File: config.mk
export PLATFORM = sky130hd
export DESIGN_NAME = mem_access_stage
export DESIGN_NICKNAME = d
export VERILOG_FILES = /design/src/rtl/mem_access_stage.sv
export SDC_FILE = /design/constraint.sdc
export NUM_CORES = 1
export LEC_CHECK = 0
export BUFFER_PORTS_ARGS = -buffer_cell sky130_fd_sc_hd__buf_2
export CORE_MARGIN = 1.5
export CORE_UTILIZATION = 49
export DETAILED_ROUTE_END_ITERATION = 10
export HOLD_SLACK_MARGIN = 0.08
export PLACE_DENSITY = 0.87
export SYNTH_ARGS = -nofsm -noshare
export SYNTH_HDL_FRONTEND = slang
export SYNTH_SLANG_ARGS = --single-unit
File: constraint.sdc
create_clock -name clk -period 5 [get_ports clk]
set_input_delay 0.5 -clock clk [delete_from_list [all_inputs] [get_ports clk]]
set_output_delay 0.5 -clock clk [all_outputs]
set_load 0.02 [all_outputs]
File: src/rtl/mem_access_stage.sv
// mem_access_stage -- MEM stage of the integer pipeline with the MEM/WB register.
//
// Non-memory ops move into MEM/WB in one cycle. A load or store latches its
// address, byte enables and store data at the IDLE edge and moves to REQ.
// In REQ the stage holds dm_req until dm_ack. On the ack edge, MEM/WB
// captures the load result or the store address.
//
// Optional feature: define MEMWB_MISALIGN_CHK_EN to trap misaligned half/word
// accesses. Such an access gets no memory request. It retires in one cycle
// with rf write suppressed and misalign pulsed. When the macro is undefined,
// misalign is tied low and the low address bits that the access size does not
// use are ignored.
//
// Ports
//   clk, rst             clock, asynchronous active-high reset
//   ex_valid             EX/MEM holds a valid instruction
//   ex_alu_c[31:0]       ALU result / byte address
//   ex_rd[4:0]           destination register
//   ex_store_data[31:0]  store data
//   ex_rf_wr             register-write control
//   ex_mem_rd            load control
//   ex_mem_wr            store control (wins if both are set)
//   ex_size[1:0]         00 byte, 01 half, 1x word
//   ex_unsigned          zero-extend loads
//   dm_req, dm_we        data-memory request / write enable
//   dm_addr[31:0]        word-aligned address
//   dm_wdata[31:0]       lane-replicated store data
//   dm_be[3:0]           byte enables
//   dm_rdata[31:0]       read data
//   dm_ack               completion, sampled in REQ only
//   stall                hold upstream pipeline registers
//   wb_valid, wb_rf_wr   MEM/WB valid and register write
//   wb_rd[4:0]           MEM/WB destination register
//   wb_data[31:0]        MEM/WB data
//   misalign             one-cycle misaligned-access flag
module mem_access_stage (
  input  logic        clk,
  input  logic        rst,
  input  logic        ex_valid,
  input  logic [31:0] ex_alu_c,
  input  logic [4:0]  ex_rd,
  input  logic [31:0] ex_store_data,
  input  logic        ex_rf_wr,
  input  logic        ex_mem_rd,
  input  logic        ex_mem_wr,
  input  logic [1:0]  ex_size,
  input  logic        ex_unsigned,
  output logic        dm_req,
  output logic        dm_we,
  output logic [31:0] dm_addr,
  output logic [31:0] dm_wdata,
  output logic [3:0]  dm_be,
  input  logic [31:0] dm_rdata,
  input  logic        dm_ack,
  output logic        stall,
  output logic        wb_valid,
  output logic        wb_rf_wr,
  output logic [4:0]  wb_rd,
  output logic [31:0] wb_data,
  output logic        misalign
);

  typedef enum logic {S_IDLE, S_REQ} state_t;

  state_t      state_q, state_d;
  logic        dm_we_q, dm_we_d;
  logic [31:0] dm_addr_q, dm_addr_d;
  logic [31:0] dm_wdata_q, dm_wdata_d;
  logic [3:0]  dm_be_q, dm_be_d;
  logic [4:0]  lat_rd_q, lat_rd_d;
  logic        lat_rf_wr_q, lat_rf_wr_d;
  logic [1:0]  lat_size_q, lat_size_d;
  logic        lat_uns_q, lat_uns_d;
  logic [1:0]  lat_lo_q, lat_lo_d;
  logic        wb_valid_q, wb_valid_d;
  logic        wb_rf_wr_q, wb_rf_wr_d;
  logic [4:0]  wb_rd_q, wb_rd_d;
  logic [31:0] wb_data_q, wb_data_d;
  logic        stall_c;
  logic        mem_op_c;
  logic        mis_c;

  // Byte enables for an access of the given size at the given low address bits.
  function automatic logic [3:0] byte_en(input logic [1:0] size, input logic [1:0] lo);
    logic [3:0] be;
    case (size)
      2'b00:   be = 4'b0001 << lo;
      2'b01:   be = lo[1] ? 4'b1100 : 4'b0011;
      default: be = 4'b1111;
    endcase
    return be;
  endfunction

  // Store data replicated across every lane so the enabled lane carries it.
  function automatic logic [31:0] store_lanes(input logic [1:0] size, input logic [31:0] data);
    logic [31:0] w;
    case (size)
      2'b00:   w = {4{data[7:0]}};
      2'b01:   w = {2{data[15:0]}};
      default: w = data;
    endcase
    return w;
  endfunction

  // Lane select plus sign/zero extension of the returned read word.
  function automatic logic [31:0] load_extract(input logic [31:0] rdata, input logic [1:0] size,
                                               input logic [1:0] lo, input logic uns);
    logic [7:0]  b;
    logic [15:0] h;
    logic [31:0] r;
    case (lo)
      2'd0:    b = rdata[7:0];
      2'd1:    b = rdata[15:8];
      2'd2:    b = rdata[23:16];
      default: b = rdata[31:24];
    endcase
    h = lo[1] ? rdata[31:16] : rdata[15:0];
    case (size)
      2'b00:   r = uns ? {24'h0, b} : {{24{b[7]}}, b};
      2'b01:   r = uns ? {16'h0, h} : {{16{h[15]}}, h};
      default: r = rdata;
    endcase
    return r;
  endfunction

`ifdef MEMWB_MISALIGN_CHK_EN
  function automatic logic is_misaligned(input logic [1:0] size, input logic [1:0] lo);
    logic m;
    case (size)
      2'b00:   m = 1'b0;
      2'b01:   m = lo[0];
      default: m = |lo;
    endcase
    return m;
  endfunction

  assign mis_c = is_misaligned(ex_size, ex_alu_c[1:0]);
`else
  assign mis_c = 1'b0;
`endif

  assign mem_op_c = ex_mem_rd | ex_mem_wr;

  always_comb begin
    state_d     = state_q;
    dm_we_d     = dm_we_q;
    dm_addr_d   = dm_addr_q;
    dm_wdata_d  = dm_wdata_q;
    dm_be_d     = dm_be_q;
    lat_rd_d    = lat_rd_q;
    lat_rf_wr_d = lat_rf_wr_q;
    lat_size_d  = lat_size_q;
    lat_uns_d   = lat_uns_q;
    lat_lo_d    = lat_lo_q;
    wb_valid_d  = 1'b0;
    wb_rf_wr_d  = 1'b0;
    wb_rd_d     = wb_rd_q;
    wb_data_d   = wb_data_q;
    stall_c     = 1'b0;

    case (state_q)
      S_IDLE: begin
        if (ex_valid) begin
          if (mem_op_c && mis_c) begin
            // Trapped access: retire now, no memory traffic, no register write.
            wb_valid_d = 1'b1;
            wb_rd_d    = ex_rd;
            wb_data_d  = ex_alu_c;
          end else if (mem_op_c) begin
            stall_c     = 1'b1;
            dm_we_d     = ex_mem_wr;
            dm_addr_d   = {ex_alu_c[31:2], 2'b00};
            dm_be_d     = byte_en(ex_size, ex_alu_c[1:0]);
            dm_wdata_d  = store_lanes(ex_size, ex_store_data);
            lat_rd_d    = ex_rd;
            lat_rf_wr_d = ex_rf_wr;
            lat_size_d  = ex_size;
            lat_uns_d   = ex_unsigned;
            lat_lo_d    = ex_alu_c[1:0];
            state_d     = S_REQ;
          end else begin
            wb_valid_d = 1'b1;
            wb_rf_wr_d = ex_rf_wr & (|ex_rd);
            wb_rd_d    = ex_rd;
            wb_data_d  = ex_alu_c;
          end
        end
      end
      S_REQ: begin
        stall_c = ~dm_ack;
        if (dm_ack) begin
          wb_valid_d = 1'b1;
          wb_rd_d    = lat_rd_q;
          if (dm_we_q) begin
            wb_rf_wr_d = 1'b0;
            wb_data_d  = {dm_addr_q[31:2], lat_lo_q};
          end else begin
            wb_rf_wr_d = lat_rf_wr_q & (|lat_rd_q);
            wb_data_d  = load_extract(dm_rdata, lat_size_q, lat_lo_q, lat_uns_q);
          end
          state_d = S_IDLE;
        end
      end
      default: state_d = S_IDLE;
    endcase
  end

  // MEM -> MEM/WB register boundary
  always_ff @(posedge clk or posedge rst) begin
    if (rst) begin
      state_q     <= S_IDLE;
      dm_we_q     <= 1'b0;
      dm_addr_q   <= 32'h0;
      dm_wdata_q  <= 32'h0;
      dm_be_q     <= 4'h0;
      lat_rd_q    <= 5'h0;
      lat_rf_wr_q <= 1'b0;
      lat_size_q  <= 2'b00;
      lat_uns_q   <= 1'b0;
      lat_lo_q    <= 2'b00;
      wb_valid_q  <= 1'b0;
      wb_rf_wr_q  <= 1'b0;
      wb_rd_q     <= 5'h0;
      wb_data_q   <= 32'h0;
    end else begin
      state_q     <= state_d;
      dm_we_q     <= dm_we_d;
      dm_addr_q   <= dm_addr_d;
      dm_wdata_q  <= dm_wdata_d;
      dm_be_q     <= dm_be_d;
      lat_rd_q    <= lat_rd_d;
      lat_rf_wr_q <= lat_rf_wr_d;
      lat_size_q  <= lat_size_d;
      lat_uns_q   <= lat_uns_d;
      lat_lo_q    <= lat_lo_d;
      wb_valid_q  <= wb_valid_d;
      wb_rf_wr_q  <= wb_rf_wr_d;
      wb_rd_q     <= wb_rd_d;
      wb_data_q   <= wb_data_d;
    end
  end

`ifdef MEMWB_MISALIGN_CHK_EN
  logic misalign_q, misalign_d;

  assign misalign_d = (state_q == S_IDLE) & ex_valid & mem_op_c & mis_c;

  always_ff @(posedge clk or posedge rst) begin
    if (rst) misalign_q <= 1'b0;
    else     misalign_q <= misalign_d;
  end

  assign misalign = misalign_q;
`else
  assign misalign = 1'b0;
`endif

  // stall is combinational from the EX inputs, so gate it while reset is held.
  assign stall    = stall_c & ~rst;
  assign dm_req   = (state_q == S_REQ);
  assign dm_we    = dm_we_q;
  assign dm_addr  = dm_addr_q;
  assign dm_wdata = dm_wdata_q;
  assign dm_be    = dm_be_q;
  assign wb_valid = wb_valid_q;
  assign wb_rf_wr = wb_rf_wr_q;
  assign wb_rd    = wb_rd_q;
  assign wb_data  = wb_data_q;

endmodule
Word level (Yosys, flattened, before mapping)
Cells that the tools add are included.
W data, S select, Z words.

storage, ports and cells
  output and inout bits = 111
  input bits = 111
  flip-flop bits (word level) = 118

cells by class
  muxes and demuxes = 31
  reduce and logical (&&, ||, !) cells = 7
  shift-type cells = 1
  equality and inequality tests = 7
  bitwise gates (word level) = 7

operator list
  cell                   number
  $mux W32               6
  $pmux W32 S2           3
  $pmux W8 S3            1
  $mux W16               1
  $mux W5                3
  $mux W1                10
  $pmux W5 S2            1
  $reduce_or A5 Y1       2
  $pmux W1 S2            4
  $pmux W4 S2            1
  $eq A2 B1 Y1 const B   3
  $logic_not A2 Y1       3
  $ne A2 B2 Y1 const B   3
  $reduce_and A3 Y1      2
  $mux W4                1
  $shl A1 B2 Y4 const A  1
  $and A1 B1 Y1          3
  $not A1 Y1             3
  $eq A2 B2 Y1 const B   1
  $or A1 B1 Y1           1

Logic depth before layout (Yosys ltp)
  depth in word-level cells = 7
  depth in mapped cells = 7
  depth with buffers taken out = 5

Worst setup path before layout
OpenSTA, ideal clock, no wires.

  kind = input port to output port
  start point = input port rst
  end point = output port stall
  stages = 2
  data arrival time = 3.425 ns
  slack = 1.075 ns
  required time = 4.500 ns
  cells stage by stage = inv_1 and2_1

between the ends
  word-level cells in the longest chain between the ends = 2

ends and longest elaborated chain
  item           RTL line  source
  from (decl)    38        input logic rst,
  $not A1 Y1     259       assign stall = stall_c & ~rst;
  $and A1 B1 Y1  259
  to (decl)      55        output logic stall,

Every way passes these cells.

Final worst setup path
  start point = register state_q (netlist: dm_req)
  end point = output port stall

between the ends
  word-level cells in the longest chain between the ends = 3

ends and longest elaborated chain
  item                         RTL line  source
  from (decl)                  65        state_t state_q, state_d;
  from (signal assigned)       226       state_q <= state_d;
  $not A1 Y1 (no source line)  n/a
  $pmux W1 S2 *                161       case (state_q)
  net stall_c                  79        logic stall_c;
  $and A1 B1 Y1 *              259

Mark *: on every way through the listed nets, which the timed path passes. The rest lies on a longest branch.

==> metrics.yaml <==
timing.rr.start: "dm_req"
cts_tree: "done"
grt_max_degree: 107
fin_worst_skew_ns: 0.00703
detailed_place_hpwl_mm: 12.4
post_layout_instance_area_mm2: 0.00753
total_switching_power_uw: 1420
setup_viol: 0
global_route.overflow_total: 0
critPathLaunchType: "flip-flop"
cp.required_ns: 4.50
drt-pass1-iter-count: 9
crit_fanout: 22
gp_congestion: 0.839
synth_cells: 580
routed-via-count: 5457
layout.nets: 886
dpl-instance-area_mm2: 0.00691
num_ports: 222
cts.root.buffer_cell: "sky130_fd_sc_hd__clkbuf_16"
floorplan.initialDensity_pct: 50.6
synth.yosys.seq_area_share_pct: 50.7
core.rowCount: 39
max_slew.worst_pin.slew_ns: 1.10
ys.flop_type: "sky130_fd_sc_hd__dfrtp_1"
pwr-share-seq_pct: 36.2
numPortBuffers: 218
antenna_violations_before_repair: 0
die_w_um: 112
post_cts_resize_count: 0
totalNegativeSetupSlack_ns: 0
critical_path.cell_chain: "inv_1, o21ai_0, and2_1, buf_2"
dieArea_mm2: 0.0125
grt_util_all_layers_pct: 28.7
worstHoldPathType: "primary input to async pin"
critical_path_class: "flip-flop to output port"
num_antenna_cells: 0
dp_worst_setup_slack_ns: 2.15
dieHeight_um: 112
max-clock-path-buffers: 2
violations: "design-rule violations"
critical_path.reg2reg.endpoint: "wb_data[1]"
asyncSetResetFlopFracSynth_pct: 100
mappedNetlistArea_mm2: 0.00582
hold_viol: 0
outcome: "complete, but fails checks"
final_critical_path_setup_slack_ns: 2.11
timing.critical_path.slowest_cell_delay_ns: 0.75
first_global_vias: 5410
setup.reg_to_reg.worst_slack_ns: 2.16
drcViolationCount: 18
drv.max_cap_violation_count: 0
clock_sink_count: 118
count_of_different_cell_masters_after_synthesis: 42
finalCriticalPeriod_ns: 2.89
hold_buffers: 0
post_drt_via_cell_ratio: 5.86
drt-initial-drc-count: 404
timing.critical_path.slowest_stage_cell: "sky130_fd_sc_hd__dfrtp_1"
worstSkewPairLatency_ns: 0.42
netSwitchingFraction_pct: 35.8
power.clock.fraction_pct: 32.4
wl_per_cell_um: 19.0
drt.antenna.violating_nets: 0
postCtsSetupBuffers: 0
reg2regPathDepth: 5
slew_headroom_pct: 26.6
placeable_core_region_mm2: 0.0115
share_of_layout_cells_above_drive_strength_1_pct: 39.1
design_power_total_uw: 3950
bufs_and_invs_on_worst_path: 2
static-leakage-power_uw: 0.00361
rsz0062_at_grt: "no"
power.internal_uw: 2540
timing.fmax_mhz: 346
grt_first_pass_wirelength_mm: 27.7
clk_transition_reported_paths_ns: 0.05
syn_avg_cell_area_um2: 10.0
synth_enable_flop_cells: 0
critical_path.top_delay_family: "flip-flops"
peakVddDrop_mv: 0.276
mostFrequentLayoutCells: "218 x sky130_fd_sc_hd__buf_2, 118 x sky130_fd_sc_hd__dfrtp_1, 71 x sky130_fd_sc_hd__o21ai_0"
slew_viol_final: 0
pwr_density_cell_mw_per_mm2: 525
combinationalPowerShare_pct: 31.4
yosys_warnings: 0
area_growth_synth_to_finish_pct: 29.3
end_kind: "output port"
ctsHtreeMaxLevel: 4
cts_made_buffers: 17
final_common_cell: "sky130_fd_sc_hd__buf_2"
cp_data_arrival_time_ns: 2.39
routed_wirelength_mm: 17.6
final.period_utilization_pct: 57.8
yosys_register_bits: 118
worst register-to-register path: cells and delay by family (launching register included):
kind | cells | cell delay (ns)
buffers and inverters | 1 | 0.46
and+or+nand+nor | 3 | 1.46
AOI/OAI and AO/OA | 1 | 0.21
DFF | 1 | 0.61
flip-flops by register name, indices dropped and copies added, names as in the netlist, 2 cells and up:
signal      flops
dm_addr        30
dm_be           4
dm_wdata       32
lat_lo_q        2
lat_rd_q        5
lat_size_q      2
wb_data        32
wb_rd           5
power by group through the flow:
stage               registers [µW]  logic, µW  clock network [µW]
floorplan                     1660        556                   0
global placement              1430       1200                   0
detailed placement            1430       1240                   0
CTS                           1430       1240                1290
global route                  1460       1340                1340
finish                        1430       1240                1280
per-layer routing:
layer	GRT usage, %	vias up	part of all wire, %
met5	0	-	0
met4	12.1	0	3.0
met3	8.05	42	9.0
met2	49.3	306	50
met1	34.0	2631	38
li1	-	2478	-
cell type report:
| class | instances | area [µm²] |
|---|---|---|
| sequential | 118 | 2950 |
| tap | 143 | 179 |
| clock inverter | 8 | 146 |
| inverter | 7 | 28.8 |
| clock buffer | 24 | 472 |
| multi-input combinational | 410 | 2640 |
| fill | 919 | 3990 |
| timing repair buffer | 221 | 1110 |
stage by stage:
step                instances  hold slack [ns]  util (%)
floorplan                 582            0.480         -
global placement          899            0.458      60.0
detailed placement        899            0.466      60.0
CTS                       931            0.146      65.4
global route              931            0.167      65.4
finish                    931            0.122      65.4
synth_stat cells (3+ instances only):
| cell type | count | share of area [%] |
|---|---|---|
| sky130_fd_sc_hd__dfrtp_1 | 118 | 51 |
| sky130_fd_sc_hd__o21ai_0 | 71 | 6.1 |
| sky130_fd_sc_hd__a21oi_1 | 67 | 5.8 |
| sky130_fd_sc_hd__mux2_2 | 53 | 10 |
| sky130_fd_sc_hd__nand2_1 | 49 | 3.2 |
| sky130_fd_sc_hd__nor2_1 | 43 | 2.8 |
| sky130_fd_sc_hd__mux2i_1 | 32 | 5.5 |
| sky130_fd_sc_hd__o22ai_1 | 25 | 2.7 |
| sky130_fd_sc_hd__clkbuf_1 | 20 | 1.3 |
| sky130_fd_sc_hd__buf_2 | 17 | 1.5 |
| sky130_fd_sc_hd__a221oi_1 | 7 | 1.1 |
| sky130_fd_sc_hd__buf_4 | 7 | 0.90 |
| sky130_fd_sc_hd__inv_1 | 6 | 0.39 |
| sky130_fd_sc_hd__nor2b_1 | 6 | 0.64 |
| sky130_fd_sc_hd__a21o_1 | 5 | 0.64 |
| sky130_fd_sc_hd__a22o_1 | 5 | 0.75 |
| sky130_fd_sc_hd__nand2b_1 | 5 | 0.54 |
| sky130_fd_sc_hd__nor3_1 | 5 | 0.43 |
| sky130_fd_sc_hd__o21ai_1 | 4 | 0.34 |
| sky130_fd_sc_hd__a211o_1 | 3 | 0.45 |
| sky130_fd_sc_hd__a211oi_1 | 3 | 0.39 |
| sky130_fd_sc_hd__o21a_1 | 3 | 0.39 |
how the worst max path moves through the flow:
stage	start	end	slack, ns	cells past startpoint
detailed placement	dm_req	wb_data[1]	2.15	5
finish	dm_req	stall	2.11	4
global placement	dm_req	wb_data[1]	2.20	5
CTS	dm_req	stall	2.09	4
floorplan	rst	stall	1.07	2
global route	dm_req	wb_data[3]	1.88	5
kinds of logic (layout without fill, tap and decap cells):
kind of cell / after synthesis / after routing / synth area share (%)
mux: 85 / 85 / 15.7
flops: 118 / 118 / 50.7
other cells: 1 / 3 / 0.0644
compound gates: 203 / 203 / 20.0
buf+inv: 54 / 260 / 4.32
simple gates: 119 / 119 / 9.13
No activity file was read; power rests on OpenSTA's default activity.
